## src/rtl/dst_stream_out_pkg.sv

```systemverilog
// Shared defaults and FSM state encoding for the destination-buffer stream drain.
package dst_stream_out_pkg;

   localparam int AW_DEF    = 12;
   localparam int DW_DEF    = 32;
   localparam int DEPTH_DEF = 4;

   typedef logic [1:0] state_t;

   localparam state_t ST_IDLE  = 2'd0;
   localparam state_t ST_RUN   = 2'd1;
   localparam state_t ST_DRAIN = 2'd2;

endpackage

```

## src/rtl/dst_stream_out_if.sv

```systemverilog
// AXI-Stream style beat interface (valid/data/last/ready) between the drain stage and its consumer.
interface dst_stream_out_if
   import dst_stream_out_pkg::*;
#(
   parameter int DW = DW_DEF
);
   logic          valid;
   logic [DW-1:0] data;
   logic          last;
   logic          ready;

   modport master (output valid, output data, output last, input ready);
   modport slave  (input valid, input data, input last, output ready);
endinterface

```

## src/rtl/dst_stream_out_sync_fifo.sv

```systemverilog
// Small synchronous FIFO with occupancy count; read data is the head entry (show-ahead).
module sync_fifo #(
   parameter int W     = 33,
   parameter int DEPTH = 4
) (
   input  logic                     clk,
   input  logic                     rst,
   input  logic                     push,
   input  logic [W-1:0]             wdata,
   input  logic                     pop,
   output logic [W-1:0]             rdata,
   output logic [$clog2(DEPTH):0]   count,
   output logic                     full,
   output logic                     empty
);
   localparam int PW = $clog2(DEPTH);

   logic [W-1:0]  mem [DEPTH];
   logic [PW-1:0] wr_ptr;
   logic [PW-1:0] rd_ptr;

   assign full  = (count == (PW+1)'(DEPTH));
   assign empty = (count == '0);
   assign rdata = mem[rd_ptr];

   always_ff @(posedge clk) begin
      if (rst) begin
         wr_ptr <= '0;
         rd_ptr <= '0;
         count  <= '0;
      end else begin
         if (push) wr_ptr <= wr_ptr + PW'(1);
         if (pop)  rd_ptr <= rd_ptr + PW'(1);
         case ({push, pop})
            2'b10:   count <= count + (PW+1)'(1);
            2'b01:   count <= count - (PW+1)'(1);
            default: ;
         endcase
      end
   end

   always_ff @(posedge clk) begin
      if (push) mem[wr_ptr] <= wdata;
   end

   // Callers own flow control; these only flag a broken credit scheme.
   always_ff @(posedge clk) begin
      if (!rst) begin
         assert (!(push && full));
         assert (!(pop && empty));
      end
   end

endmodule

```

## src/rtl/dst_stream_out.sv

```systemverilog
// Drains len words from the dst buffer (1-cycle read latency) onto a back-pressured stream with TLAST.
//
//   state    | meaning
//   ---------+-----------------------------------------------------------
//   ST_IDLE  | waiting for start; len==0 start just pulses done
//   ST_RUN   | issuing buffer reads while words remain and FIFO credit exists
//   ST_DRAIN | all reads issued; waiting for the last beat to be accepted
module dst_stream_out
   import dst_stream_out_pkg::*;
#(
   parameter int AW    = AW_DEF,
   parameter int DW    = DW_DEF,
   parameter int DEPTH = DEPTH_DEF
) (
   input  logic             clk,
   input  logic             rst,
   input  logic             start,
   input  logic [AW-1:0]    len,
   output logic             busy,
   output logic             done,
   output logic             buf_re,
   output logic [AW-1:0]    buf_a,
   input  logic [DW-1:0]    buf_d,
   dst_stream_out_if.master m
);
   localparam int CW = $clog2(DEPTH);

   state_t        state;
   logic [AW-1:0] len_q;
   logic [AW-1:0] rc;
   logic [AW-1:0] sc;
   logic [AW-1:0] addr_q;
   logic          inflight;

   logic          issue;
   logic          credit_ok;
   logic          pop;
   logic          finish;
   logic [CW:0]   occupancy;

   logic [DW:0]   fifo_wdata;
   logic [DW:0]   fifo_rdata;
   logic [CW:0]   fifo_count;
   logic          fifo_full;
   logic          fifo_empty;

   // A read in flight already owns a FIFO slot, so it counts against credit.
   assign occupancy = fifo_count + {{CW{1'b0}}, inflight};
   assign credit_ok = !fifo_full && (occupancy < (CW+1)'(DEPTH));
   assign issue     = (state == ST_RUN) && (rc < len_q) && credit_ok;

   assign buf_re = issue;
   assign buf_a  = rc;
   assign busy   = (state != ST_IDLE);

   assign fifo_wdata = {(addr_q == len_q - AW'(1)), buf_d};

   assign m.valid = !fifo_empty;
   assign m.data  = fifo_rdata[DW-1:0];
   assign m.last  = fifo_rdata[DW];

   assign pop    = m.valid && m.ready;
   assign finish = busy && pop && (sc == len_q - AW'(1));

   sync_fifo #(
      .W     (DW + 1),
      .DEPTH (DEPTH)
   ) u_fifo (
      .clk   (clk),
      .rst   (rst),
      .push  (inflight),
      .wdata (fifo_wdata),
      .pop   (pop),
      .rdata (fifo_rdata),
      .count (fifo_count),
      .full  (fifo_full),
      .empty (fifo_empty)
   );

   always_ff @(posedge clk) begin
      if (rst) begin
         state    <= ST_IDLE;
         len_q    <= '0;
         rc       <= '0;
         sc       <= '0;
         addr_q   <= '0;
         inflight <= 1'b0;
         done     <= 1'b0;
      end else begin
         done     <= 1'b0;
         inflight <= issue;
         if (issue) begin
            addr_q <= rc;
            rc     <= rc + AW'(1);
         end
         if (pop) sc <= sc + AW'(1);

         case (state)
            ST_IDLE: begin
               if (start) begin
                  if (len != '0) begin
                     len_q <= len;
                     rc    <= '0;
                     sc    <= '0;
                     state <= ST_RUN;
                  end else begin
                     done <= 1'b1;
                  end
               end
            end
            ST_RUN: begin
               if (finish) begin
                  state <= ST_IDLE;
                  done  <= 1'b1;
               end else if (rc == len_q) begin
                  state <= ST_DRAIN;
               end
            end
            ST_DRAIN: begin
               if (finish) begin
                  state <= ST_IDLE;
                  done  <= 1'b1;
               end
            end
            default: state <= ST_IDLE;
         endcase
      end
   end

endmodule

```

## src/flat_wrapper.sv

```systemverilog
// flat-port wrapper written by rule: the top's interface ports become plain ports
module dst_stream_out_flat import dst_stream_out_pkg::*;
#(
   parameter int AW    = AW_DEF,
   parameter int DW    = DW_DEF,
   parameter int DEPTH = DEPTH_DEF
)
  (clk, rst, start, len, busy, done, buf_re, buf_a, buf_d, m_valid, m_data, m_last, m_ready);
  dst_stream_out_if #(.DW(DW)) m_i ();
  input  logic clk;
  input  logic rst;
  input  logic start;
  input  logic [AW-1:0] len;
  output logic busy;
  output logic done;
  output logic buf_re;
  output logic [AW-1:0] buf_a;
  input  logic [DW-1:0] buf_d;
  output wire logic [$bits(m_i.valid)-1:0] m_valid;
  output wire logic [$bits(m_i.data)-1:0] m_data;
  output wire logic [$bits(m_i.last)-1:0] m_last;
  input wire logic [$bits(m_i.ready)-1:0] m_ready;
  assign m_valid = m_i.valid;
  assign m_data = m_i.data;
  assign m_last = m_i.last;
  assign m_i.ready = m_ready;
  dst_stream_out #(.AW(AW), .DW(DW), .DEPTH(DEPTH)) u_core (.clk(clk), .rst(rst), .start(start), .len(len), .busy(busy), .done(done), .buf_re(buf_re), .buf_a(buf_a), .buf_d(buf_d), .m(m_i));
endmodule
```

## config.mk

```make
export PLATFORM = sky130hd
export DESIGN_NAME = dst_stream_out_flat
export DESIGN_NICKNAME = d
export VERILOG_FILES = /design/src/rtl/dst_stream_out_pkg.sv /design/src/rtl/dst_stream_out_if.sv /design/src/rtl/dst_stream_out_sync_fifo.sv /design/src/rtl/dst_stream_out.sv /design/src/flat_wrapper.sv
export SDC_FILE = /design/constraint.sdc
export NUM_CORES = 1
export LEC_CHECK = 0
export CORE_MARGIN = 4
export CORE_UTILIZATION = 40
export CTS_CLUSTER_DIAMETER = 40
export CTS_CLUSTER_SIZE = 25
export DETAILED_ROUTE_END_ITERATION = 12
export PLACE_DENSITY = 0.7
export SYNTH_ARGS = -nofsm -noshare
export SYNTH_HDL_FRONTEND = slang
export SYNTH_SLANG_ARGS = --single-unit
```

## constraint.sdc

```tcl
create_clock -name clk -period 5.35 [get_ports clk]
set_clock_uncertainty 0.15 [all_clocks]
set_input_delay 1.07 -clock clk [delete_from_list [all_inputs] [get_ports clk]]
set_output_delay 1.07 -clock clk [all_outputs]
set_load 0.02 [all_outputs]
```

==> results.cfg <==
[timing]
setup_tns_ns = 0
slew-limit-headroom_pct = 37.9
setup_viol = 0
fmax_ghz = 0.240
rsz0062_at_grt = no
hold-worst-slack_ns = 0.378
timing.final.crit_share_pct = 77.9
max_slew.worst_pin.slew_ns = 0.931
slew_viol_final = 0
finalCriticalPeriod_ns = 4.17
hold_violations = 0

[critical_path]
cp-endpoint = buf_re
setup.worst_path.class = reg2out
worstSetupStartpointType = flop
ff2ff_path_depth = 9
crit_chain = inv_1 -> ha_1 -> nor2b_1 -> o21a_1 -> o21a_1 -> o21ai_0 -> and3_1 -> clkdlybuf4s50_1
crit_family = buffers and inverters
crit_path_max_incr_delay_ns = 0.62
end_kind = primary output
path_buf_inv = 2
r2r_start = u_core.len_q[1]
cp.required_ns = 4.13
startpoint = u_core.len_q[1]
rr_endpoint = u_core.buf_a[6]
cpMostUsedCell = o21a_1
crit_slowest_cell = clkdlybuf4s50_1
rrSetupSlack_ns = 2.42
crit_path_max_fanout = 5
cp.arrival_ns = 2.95
cp.depth = 8

[logic_synthesis]
synth.distinct_cells = 55
yosys_warnings = 0
syn_avg_cell_area_um2 = 14.1
synth_edf_count = 132
synth.largest_area_cell = edfxtp_1
syn-num-nets = 669
synth-seq-area-share_pct = 61.7
synthArstFlopShare_pct = 0
syn_inst = 595
synth-seq-cells = 193
yosys-top-cells-count = 132 x edfxtp_1, 61 x dfxtp_1, 54 x nor2_1
synth_most_common_cell = edfxtp_1
synth_area_um2 = 8400
yosys.area.top_type_share_pct = 47.2
ys.flop_type = edfxtp_1
synthTopCellsByArea = edfxtp_1 47%, dfxtp_1 15%, mux4_2 8.8%

[cts]
hold_buffers = 0
clock_path_buffers = 2
clock_tree.root_cell = clkbuf_16
cts_sinks = 193
worstSkewPairLatency_ns = 0.44
cts_made_buffers = 17
post_cts_resized = 0
cts_tree = yes
htreeDepth = 4
clkSlewWorstSetupHoldPaths_ns = 0.08
postCtsSetupRepairBufs = 0

[global_route]
grt.overflow.total = 0
grt_pass1_wl_um = 29400
grt_use_met1_pct = 20.7
grtUsageMet2_pct = 26.3
gr-usage-met3_pct = 4.18
busiest_layer = met2
antenna_found_initial = 0
grt_usage_pct = 15.8
grt_pass1_vias = 5420
grt_max_degree = 39

[die]
core-area_um2 = 20400
initial_core_util_pct = 41.1
fp.dieH_um = 153
die-area_um2 = 23400
io_pins = 97
placementRows = 52
die_w_um = 153

[place]
dp.cells = 934
gp_congestion = 0.895
port_buffers = 96
place_hpwl_um = 12400

[drt]
drc_errors = 0
dr.pass1.iters = 5
drtIter0Drc = 272
wl_per_cell_um = 18.9
viasPerCell = 5.40
wl_um = 18200
antenna_left = 0
vias = 5220

[run_status]
status = finished clean

[layout]
layout-drive-gt1-share_pct = 12.5
finalNonFillerCells = 967
syn2layout_area_growth_pct = 21.8
nNetsFinal = 757
finish.utilization_pct = 50.1

[worst_hold_path]
hp-class = reg2reg
holdPathStages = 2

[pwr]
power.total_w = 0.00424
powerDensity_nw_per_um2 = 415
p_leak_nw = 3.40
ir_drop_mv = 0.237

[run]
drv_cap = 0
[routing by layer]
| layer | up-vias | part of all wire, % | wire (µm) |
|---|---|---|---|
| li1 | 2424 | - | - |
| met1 | 2626 | 43 | 7900 |
| met2 | 158 | 49 | 9000 |
| met3 | 12 | 6.1 | 1110 |
| met4 | 0 | 1.2 | 221 |
| met5 | - | 0 | 0 |
[through the flow]
step	cell area, µm²	setup WS (ns)
floorplan	8400	1.77
finish	10200	1.18
global route	10200	1.02
global placement	9600	1.72
detailed placement	9600	1.68
CTS	10200	1.18
[logic make-up after synthesis]
family,share of synthesized area (%)
fa+ha+maj,3.96
buf+inv,2.80
simple gates,9.50
mux,12.1
compound gates,4.72
xor+xnor,5.23
flops,61.7
[power by group]
group / internal [W] / switching, W / total, W
registers: 0.00168 / 0.000108 / 0.00179
logic: 0.000549 / 0.000578 / 0.00113
clock network: 0.000655 / 0.000673 / 0.00133
[worst min-delay path by stage]
stage | start | to
3_5_place_dp | u_core.addr_q[6] | u_core.addr_q[6]
3_3_place_gp | u_core.addr_q[6] | u_core.addr_q[6]
2_1_floorplan | u_core.addr_q[3] | u_core.addr_q[3]
4_1_cts | u_core.addr_q[3] | u_core.addr_q[3]
6_report | u_core.addr_q[6] | u_core.addr_q[6]
5_1_grt | u_core.addr_q[3] | u_core.addr_q[3]
[flip-flops by register name, summed over array words and instances (netlist names), named ones only]
name	count
u_core.addr_q	12
u_core.buf_a	12
u_core.done	1
u_core.inflight	1
u_core.len_q	12
u_core.sc	12
u_core.state	2
u_core.u_fifo.count	3
u_core.u_fifo.mem	132
u_core.u_fifo.rd_ptr	2
u_core.u_fifo.wr_ptr	2
[layout make-up]
class / instances / area (µm²)
inverter: 25 / 93.8
antenna: 1 / 2.50
fill: 1749 / 10200
timing repair buffer: 101 / 998
multi-input combinational: 345 / 2990
tap: 270 / 338
clock inverter: 15 / 204
clock buffer: 17 / 425
sequential: 193 / 5190
[layout by cell type (no fill, tap or decap), types with 8 or more instances in the layout]
master | netlist | final
edfxtp_1 | 132 | 132
clkdlybuf4s50_1 | 0 | 96
dfxtp_1 | 61 | 60
nor2_1 | 54 | 54
mux4_2 | 33 | 33
mux2i_1 | 26 | 26
inv_1 | 25 | 25
xnor2_1 | 25 | 25
ha_1 | 25 | 25
nand2_1 | 20 | 20
xor2_1 | 20 | 20
a21oi_1 | 17 | 17
clkbuf_16 | 0 | 17
nand4_1 | 16 | 16
nand3_1 | 11 | 11
o21ai_0 | 11 | 11
or3_1 | 9 | 9
nor4_1 | 8 | 8
[worst reg2reg max path: stages (launching register included)]
cell and delay, ns:
dfxtp_1 0.39, inv_1 0.10, ha_1 0.29, nor2b_1 0.14, o21a_1 0.16, o21a_1 0.16, o21ai_0 0.39, nand4_1 0.36
or4_1 0.57, a21oi_1 0.16
Note: power is estimated with default switching activity, not from simulation.
